<file path="src/rtl/alu_sin_rx.sv">
// alu_sin_rx: serial receiver/deserializer sitting directly upstream of the ALU core.
// Packets are 11 bits (start 0, type, 8 payload bits MSB first, stop 1), one bit per clk.
// A frame is DATA_PKTS data packets (B then A, MSB byte first) closed by one CTL packet
// carrying {0, op, crc}. The checked bundle is handed over on a valid/ready handshake.
// Optional feature: define ALU_RX_TIMEOUT_EN to drop a partial frame after
// TIMEOUT_CYCLES consecutive idle-high cycles between packets.
module alu_sin_rx #(
  parameter int DATA_PKTS      = 8,
  parameter int TIMEOUT_CYCLES = 64
) (
  input  logic        clk,
  input  logic        rst_n,
  input  logic        sin,
  input  logic        out_ready,
  output logic        out_valid,
  output logic [31:0] A,
  output logic [31:0] B,
  output logic [2:0]  op,
  output logic        err_data,
  output logic        err_crc,
  output logic        err_op,
  output logic        overrun
);

  localparam int               CNT_W    = $clog2(DATA_PKTS + 2);
  localparam logic [CNT_W-1:0] CNT_FULL = CNT_W'(DATA_PKTS);
  localparam logic [CNT_W-1:0] CNT_SAT  = CNT_W'(DATA_PKTS + 1);

  typedef enum logic [1:0] {
    S_IDLE,
    S_TYPE,
    S_PAYLOAD,
    S_STOP
  } state_e;

  // CRC-4, polynomial x^4+x+1, init 0, message consumed MSB first.
  function automatic logic [3:0] crc4(input logic [67:0] word);
    logic [3:0] c;
    logic       fb;
    c = 4'h0;
    for (int i = 67; i >= 0; i--) begin
      fb = c[3] ^ word[i];
      c  = {c[2:0], 1'b0} ^ {2'b00, fb, fb};
    end
    return c;
  endfunction

  // Bit-level receiver state
  state_e           state_q, state_d;
  logic             is_ctl_q, is_ctl_d;
  logic [2:0]       bit_cnt_q, bit_cnt_d;
  logic [7:0]       shift_q, shift_d;

  // Frame-level state
  logic [63:0]      opnd_q, opnd_d;
  logic [CNT_W-1:0] pkt_cnt_q, pkt_cnt_d;
  logic             ferr_q, ferr_d;

  // Output bundle registers
  logic             valid_q, valid_d;
  logic [31:0]      a_q, a_d;
  logic [31:0]      b_q, b_d;
  logic [2:0]       op_q, op_d;
  logic             err_data_q, err_data_d;
  logic             err_crc_q, err_crc_d;
  logic             err_op_q, err_op_d;
  logic             overrun_q, overrun_d;

`ifdef ALU_RX_TIMEOUT_EN
  localparam int               IDLE_W    = $clog2(TIMEOUT_CYCLES + 1);
  localparam logic [IDLE_W-1:0] IDLE_LAST = IDLE_W'(TIMEOUT_CYCLES - 1);
  logic [IDLE_W-1:0] idle_cnt_q, idle_cnt_d;
`endif

  // CTL payload fields and the prioritised frame verdict (only used when a CTL stop is accepted)
  logic [2:0] ctl_op;
  logic [3:0] ctl_crc;
  logic       bad_data, bad_crc, bad_op, bad_any;

  // Decode the CTL payload and rank the errors: data/framing, then CRC, then opcode
  always_comb begin
    ctl_op   = shift_q[6:4];
    ctl_crc  = shift_q[3:0];
    bad_data = (pkt_cnt_q != CNT_FULL) || ferr_q;
    bad_crc  = !bad_data && (ctl_crc != crc4({opnd_q, 1'b1, ctl_op}));
    bad_op   = !bad_data && !bad_crc && !(ctl_op inside {3'b000, 3'b001, 3'b100, 3'b101});
    bad_any  = bad_data || bad_crc || bad_op;
  end

  // Next-state logic: packet FSM, frame accumulation and output handshake
  always_comb begin
    // NOTE: every _d is given its hold value first, so no branch can leave a latch behind.
    state_d    = state_q;
    is_ctl_d   = is_ctl_q;
    bit_cnt_d  = bit_cnt_q;
    shift_d    = shift_q;
    opnd_d     = opnd_q;
    pkt_cnt_d  = pkt_cnt_q;
    ferr_d     = ferr_q;
    valid_d    = valid_q && !out_ready;
    a_d        = a_q;
    b_d        = b_q;
    op_d       = op_q;
    err_data_d = err_data_q;
    err_crc_d  = err_crc_q;
    err_op_d   = err_op_q;
    overrun_d  = 1'b0;

    case (state_q)
      S_IDLE: begin
        if (!sin) state_d = S_TYPE;
      end
      S_TYPE: begin
        is_ctl_d  = sin;
        bit_cnt_d = 3'd0;
        state_d   = S_PAYLOAD;
      end
      S_PAYLOAD: begin
        shift_d   = {shift_q[6:0], sin};
        bit_cnt_d = bit_cnt_q + 3'd1;
        if (bit_cnt_q == 3'd7) state_d = S_STOP;
      end
      S_STOP: begin
        state_d = S_IDLE;
        if (!sin) begin
          // Bad stop bit: packet dropped, frame marked; no resync attempt.
          ferr_d = 1'b1;
        end else if (!is_ctl_q) begin
          opnd_d = {opnd_q[55:0], shift_q};
          if (pkt_cnt_q != CNT_SAT) pkt_cnt_d = pkt_cnt_q + CNT_W'(1);
        end else begin
          pkt_cnt_d = '0;
          ferr_d    = 1'b0;
          // A pending bundle that is not leaving this cycle wins; the new one is dropped.
          if (!valid_q || out_ready) begin
            valid_d    = 1'b1;
            op_d       = ctl_op;
            err_data_d = bad_data;
            err_crc_d  = bad_crc;
            err_op_d   = bad_op;
            b_d        = bad_any ? 32'd0 : opnd_q[63:32];
            a_d        = bad_any ? 32'd0 : opnd_q[31:0];
          end else begin
            overrun_d = 1'b1;
          end
        end
      end
      default: state_d = S_IDLE;
    endcase

`ifdef ALU_RX_TIMEOUT_EN
    // Abandon a partial frame after a long idle gap between packets.
    idle_cnt_d = '0;
    if ((state_q == S_IDLE) && sin && (pkt_cnt_q != '0)) begin
      if (idle_cnt_q == IDLE_LAST) begin
        pkt_cnt_d = '0;
        ferr_d    = 1'b0;
      end else begin
        idle_cnt_d = idle_cnt_q + IDLE_W'(1);
      end
    end
`endif
  end

  // State registers with asynchronous active-low reset
  always_ff @(posedge clk or negedge rst_n) begin
    if (!rst_n) begin
      state_q    <= S_IDLE;
      is_ctl_q   <= 1'b0;
      bit_cnt_q  <= 3'd0;
      shift_q    <= 8'd0;
      opnd_q     <= 64'd0;
      pkt_cnt_q  <= '0;
      ferr_q     <= 1'b0;
      valid_q    <= 1'b0;
      a_q        <= 32'd0;
      b_q        <= 32'd0;
      op_q       <= 3'd0;
      err_data_q <= 1'b0;
      err_crc_q  <= 1'b0;
      err_op_q   <= 1'b0;
      overrun_q  <= 1'b0;
`ifdef ALU_RX_TIMEOUT_EN
      idle_cnt_q <= '0;
`endif
    end else begin
      // NOTE: non-blocking assignments so every register samples pre-edge values.
      state_q    <= state_d;
      is_ctl_q   <= is_ctl_d;
      bit_cnt_q  <= bit_cnt_d;
      shift_q    <= shift_d;
      opnd_q     <= opnd_d;
      pkt_cnt_q  <= pkt_cnt_d;
      ferr_q     <= ferr_d;
      valid_q    <= valid_d;
      a_q        <= a_d;
      b_q        <= b_d;
      op_q       <= op_d;
      err_data_q <= err_data_d;
      err_crc_q  <= err_crc_d;
      err_op_q   <= err_op_d;
      overrun_q  <= overrun_d;
`ifdef ALU_RX_TIMEOUT_EN
      idle_cnt_q <= idle_cnt_d;
`endif
    end
  end

  assign out_valid = valid_q;
  assign A         = a_q;
  assign B         = b_q;
  assign op        = op_q;
  assign err_data  = err_data_q;
  assign err_crc   = err_crc_q;
  assign err_op    = err_op_q;
  assign overrun   = overrun_q;

endmodule

</file>
<file path="config.mk">
export PLATFORM = sky130hd
export DESIGN_NAME = alu_sin_rx
export DESIGN_NICKNAME = d
export VERILOG_FILES = /design/src/rtl/alu_sin_rx.sv
export SDC_FILE = /design/constraint.sdc
export NUM_CORES = 1
export LEC_CHECK = 0
export CAP_MARGIN = 20
export CORE_UTILIZATION = 50
export DETAILED_ROUTE_END_ITERATION = 6
export GPL_ROUTABILITY_DRIVEN = 0
export GPL_TIMING_DRIVEN = 1
export HOLD_SLACK_MARGIN = 0.1
export PLACE_DENSITY = 0.72
export SLEW_MARGIN = 20
export SYNTH_ARGS = -nofsm -noshare
export SYNTH_HDL_FRONTEND = slang
export SYNTH_SLANG_ARGS = --single-unit
export TNS_END_PERCENT = 20
</file>
<file path="constraint.sdc">
create_clock -name clk -period 4.8 [get_ports clk]
set_input_delay 0.48 -clock clk [delete_from_list [all_inputs] [get_ports clk]]
set_output_delay 0.48 -clock clk [all_outputs]
set_load 0.01 [all_outputs]
</file>
* Word-level counts from Yosys, hierarchy flattened *
Cells that the tools add are included.

cells by class
  bitwise operators = 134
  muxes and demuxes = 18
  reductions and logical operators = 23
  equality and inequality tests = 13
  $add $sub $neg = 2

operators with widths
  operator                                              number
  bitwise XOR 4 x 2 -> 4 bit                            66
  two-way mux 32 bit                                    2
  bitwise XOR 1 bit                                     64
  two-way mux 1 bit                                     10
  equality test 3 bit (second input constant)           3
  two-way mux 4 bit                                     2
  != test 4 bit (second input constant)                 2
  case mux 2 bit (4 select lines)                       1
  case mux 3 bit (2 select lines)                       1
  AND reduction 3 bit                                   2
  zero test 1 bit                                       5
  adder 4 x 1 -> 4 bit (second input constant)          1
  equality test 2 bit (second input constant)           2
  logical AND 1 bit                                     4
  logical OR 1 bit                                      4
  two-way mux 2 bit                                     2
  != test 2 bit (second input constant)                 2
  != test 4 bit                                         1
  AND reduction 2 bit                                   2
  AND reduction 4 bit                                   1
  nonzero test 2 bit                                    2
  nonzero test 4 bit                                    1
  adder 3 x 1 -> 3 bit (second input constant)          1
  equality test 3 x 1 -> 1 bit (second input constant)  1
  7 further kinds                                       8

word-level totals
  bits of input ports = 4
  register bits after elaboration = 155
  output and inout port bits = 72
  word-level logic and storage cells = 205

* Logic depth before layout (Yosys ltp) *
  word-level depth = 139
  gate-level depth with buffers = 12
  mapped depth without buffers = 10

* Least setup slack after synthesis *
OpenSTA, ideal clock, no wires.

  path kind = flip-flop to flip-flop
  from = register opnd_q[61]
  to = register a_q[16], in the netlist A[16]
  library setup time = 0.065 ns
  path slack = 0.990 ns
  data required time = 4.735 ns
  stages on the path, launching flop included = 12
  clock period less this slack = 3.810 ns
  arrival = 3.744 ns
  path buffers = 1
  cell sequence = dfrtp_1 xnor2_1 xnor3_1 xnor3_2 xnor3_1 xnor2_1 xor3_1 nor2_1 o21ai_1 a2111oi_4 buf_6 a22o_1

between the ends
  longest elaborated chain between the ends = 95
  elaborated cells on any way between the ends = 137
  classes of those cells = eq/ne: 1; mux: 1; bitwise: 129; reduce/logical: 6

RTL lines
  item                                                                    RTL line  source
  from (decl)                                                             55        logic [63:0] opnd_q, opnd_d;
  from (signal assigned)                                                  192       opnd_q <= opnd_d;
  bitwise XOR 1 bit (*)                                                   42        fb = c[3] ^ word[i];
  bitwise XOR 4 x 2 -> 4 bit (*) (3 in a row)                             43        c = {c[2:0], 1'b0} ^ {2'b00, fb, fb};
  bitwise XOR 1 bit / bitwise XOR 4 x 2 -> 4 bit (equally long branches)  42, 43
  bitwise XOR 4 x 2 -> 4 bit (*) (3 in a row)                             43
  bitwise XOR 1 bit / bitwise XOR 4 x 2 -> 4 bit (equally long branches)  42, 43
  bitwise XOR 4 x 2 -> 4 bit (*) (3 in a row)                             43
  bitwise XOR 1 bit / bitwise XOR 4 x 2 -> 4 bit (equally long branches)  42, 43
  bitwise XOR 4 x 2 -> 4 bit (*) (3 in a row)                             43
  [70 not listed]                                                         -
  bitwise XOR 1 bit / bitwise XOR 4 x 2 -> 4 bit (equally long branches)  42, 43
  bitwise XOR 4 x 2 -> 4 bit (*)                                          43
  != test 4 bit (*)                                                       85        bad_crc = !bad_data && (ctl_crc != crc4({opnd_q, 1'b1, ctl_op}));
  logical AND 1 bit (*)                                                   85
  zero test 1 bit                                                         86        bad_op = !bad_data && !bad_crc && !(ctl_op inside {3'b000, 3'b001, 3'b100, 3'b101});
  logical AND 1 bit (2 in a row)                                          86
  logical OR 1 bit (*)                                                    87        bad_any = bad_data || bad_crc || bad_op;
  two-way mux 32 bit (*)                                                  142       a_d = bad_any ? 32'd0 : opnd_q[31:0];
  to (signal assigned)                                                    176       a_q <= 32'd0;
  to (signal assigned)                                                    196       a_q <= a_d;
  to (decl)                                                               61        logic [31:0] a_q, a_d;

Every way passes the cells marked *; elsewhere a longest branch is shown, timed or not.
A chain may end at the register's enable or synchronous reset.

* Worst setup path after layout *
  from = register opnd_q[61]
  to = register b_q[27], in the netlist B[27]

between the ends
  longest elaborated chain between the ends = 95
  elaborated cells on any way between the ends = 137
  classes of those cells = eq/ne: 1; mux: 1; bitwise: 129; reduce/logical: 6

RTL lines
  item                                                                    RTL line  source
  bitwise XOR 1 bit (*)                                                   42
  bitwise XOR 4 x 2 -> 4 bit (*) (3 in a row)                             43
  bitwise XOR 1 bit / bitwise XOR 4 x 2 -> 4 bit (equally long branches)  42, 43
  bitwise XOR 4 x 2 -> 4 bit (*) (3 in a row)                             43
  bitwise XOR 1 bit / bitwise XOR 4 x 2 -> 4 bit (equally long branches)  42, 43
  bitwise XOR 4 x 2 -> 4 bit (*) (3 in a row)                             43
  bitwise XOR 1 bit / bitwise XOR 4 x 2 -> 4 bit (equally long branches)  42, 43
  bitwise XOR 4 x 2 -> 4 bit (*) (3 in a row)                             43
  [70 not listed]                                                         -
  bitwise XOR 1 bit / bitwise XOR 4 x 2 -> 4 bit (equally long branches)  42, 43
  bitwise XOR 4 x 2 -> 4 bit (*)                                          43
  != test 4 bit (*)                                                       85
  logical AND 1 bit (*)                                                   85
  zero test 1 bit                                                         86
  logical AND 1 bit (2 in a row)                                          86
  logical OR 1 bit (*)                                                    87
  two-way mux 32 bit (*)                                                  141       b_d = bad_any ? 32'd0 : opnd_q[63:32];
  to (signal assigned)                                                    177       b_q <= 32'd0;
  to (signal assigned)                                                    197       b_q <= b_d;
  to (decl)                                                               62        logic [31:0] b_q, b_d;

Marked as above.

==> metrics.cfg <==
[timing]
fmax_mhz=242.2
layout_min_cycle_time_ps=4129
max-slew-margin-rel_pct=42.24
rsz0062_at_grt=no
fin_crit_sh_pct=86.02
finalHoldViolations=0
finClkSkew_ps=5.123
setup_viol=0
tightest_slew_ps=866.4
drv_slew=0
fin_tns_setup_ps=0

[grt]
grt-ovfl-total=0
grt_max_degree=114
grt_usage_pct=21.05
grt_pass1_vias=4272
antenna_found_initial=0
grt_pass1_wl_um=22980

[drt]
finalWirelength_um=13840
firstDrtPassIters=4
wl_met2_um=7100
drcViolationCount=0
drt-met1-wl_um=6089
first_iter_violations=199
via_per_inst=5.479
vias=4131
ant_nets=0
wl_met3_um=431
top_layer=met4
wl_per_cell_um=18.36

[critical_path]
crit_family=XOR/XNOR gates
cp.depth=11
critPathMaxStageDelay_ps=510
critPathCaptureType=register
ff2ff_path_depth=11
worstSetupPathType=reg2reg
r2r_slack_ps=670
start_kind=register
slowest_stage=xnor3_1
path_cells=xnor2_1 > xnor3_1 > xnor3_2 > xnor3_1 > xnor2_1 > xor3_1 > nor2_1 > o21ai_1 > a2111oi_4 > buf_4 > a22o_1
cp.arrival_ps=4480
worstPathRequired_ps=5150
crit_buf_inv=1
crit_fanout=45

[die]
die_y_um=120.4
boundaryPins=76
rows=42
die_w_um=120.4
core_mm2=0.01345
die-area_mm2=0.01450
initial_core_util_pct=52.11

[synth]
postSynthAreaPerCell_um2=14.16
synth.most_common_cell=dfrtp_1
synth.area.top_cells=dfrtp_1 55%, mux2_2 12%, a22o_1 8.0%
synth_seq_area_share_pct=55.33
async_reset_ff_share_pct=100.0
synthesis.area_mm2=0.007010
synth.distinct_cells=36
syn_inst=495
synth-edff-count=0
yosys_most_used_dff=dfrtp_1
synth_common_cells=155 x dfrtp_1, 73 x mux2_2, 64 x a22o_1
yosys_warnings=0
yosysTopAreaCell=dfrtp_1
synth_seq_cells=155
synth_top_area_share_pct=55.33
synth_nets=509

[cts]
numClockSinks=155
cts_resized=0
clkLatencyLatePin_ps=410
cts_setup_buffers=0
cts_root_buf=clkbuf_16
clk_transition_reported_paths_ps=60
cts_buffer_depth=2
cts-htree-levels=4
cts_buffers=17
cts_tree=built
postCtsHoldBufs=0

[power_and_ir_drop]
p_per_area_mw_per_mm2=722.5
finalPower_mw=6.143
vdd_drop_max_mv=0.5404
power.leakage_nw=4.026

[placement]
dp_hpwl_um=9489
port_buffers=75
place_area_mm2=0.007888

[layout]
syn2layout_area_growth_pct=21.29
drive_gt1_share_pct=19.55
antenna_cells=0
fin_area_mm2=0.008503
final_nets=584
final_util_pct=63.21

[run]
max_cap_viol_count=0

[hold_path]
hp-class=in2async

[status]
status=finished, final reports clean

## final timing paths
path / from / endpoint
worst min-delay path: rst_n / B[15]
min in group clk: pkt_cnt_q[3] / pkt_cnt_q[3]
worst max-delay path: opnd_q[61] / B[27]
max in group asynchronous: rst_n / shift_q[6]
worst min register to register: pkt_cnt_q[3] / pkt_cnt_q[3]
worst max register to register: opnd_q[61] / B[27]
## metal layers
metal | up-vias | global-route usage [%]
met2 | 74 | 34.23
li1 | 1920 | -
met1 | 2121 | 27.75
met5 | - | 0
met3 | 16 | 5.000
met4 | 0 | 7.253
## layout by cell type (no fill, tap or decap), types with 2 or more instances in the layout
master	n
ha_1	10
bufinv_16	5
clkdlybuf4s50_1	74
nand2_1	20
inv_1	10
clkbuf_8	2
buf_4	5
o21ai_0	11
a22o_1	64
nor2_1	8
clkbuf_16	17
clkinv_2	3
xnor2_1	60
a31oi_1	2
mux2_2	73
nor2b_1	2
nand3_1	6
xnor3_1	17
xor2_1	13
dfrtp_1	155
## stage by stage
| step | instances | hold slack (ps) | worst slack [ps] |
|---|---|---|---|
| 6_report | 754 | 173.0 | 671.3 |
| 5_1_grt | 754 | 236.5 | 411.3 |
| 4_1_cts | 754 | 242.2 | 642.6 |
| 3_5_place_dp | 727 | 462.5 | 664.4 |
| 3_3_place_gp | 727 | 457.0 | 860.5 |
| 2_1_floorplan | 495 | 184.4 | 990.3 |
## final cells by class
cell class	count	area [um2]
Sequential cell	155	3879
Tap cell	176	220.2
Multi-Input combinational cell	306	2962
Timing Repair Buffer	80	792.0
Inverter	10	37.54
Clock buffer	18	439.2
Fill cell	1010	4950
Clock inverter	9	173.9
## flip-flops by register name, indices dropped and copies added, names as in the netlist
| name | flops |
|---|---|
| opnd_q | 64 |
| A | 32 |
| B | 32 |
| shift_q | 8 |
| pkt_cnt_q | 4 |
| bit_cnt_q | 3 |
| op | 3 |
| state_q | 2 |
| err_crc | 1 |
| err_data | 1 |
| err_op | 1 |
| ferr_q | 1 |
| is_ctl_q | 1 |
| out_valid | 1 |
| overrun | 1 |
## power breakdown
| part | leakage [nW] | internal (mW) | switching [mW] |
|---|---|---|---|
| Clock | 0.303 | 0.919 | 0.491 |
| Combinational | 1.61 | 1.57 | 1.35 |
| Sequential | 2.11 | 1.51 | 0.305 |
| Total | 4.03 | 4.00 | 2.14 |
## cells by family (layout without fill, tap and decap cells)
logic type,Yosys count,after routing,synth area share [%]
compound gates,86,86,10.24
xor+xnor,93,93,15.49
fa+ha+maj,10,10,1.785
buf+inv,34,117,2.463
flops,155,155,55.33
mux,73,73,11.73
simple gates,44,44,2.963
Note: power is estimated with default switching activity, not from simulation.
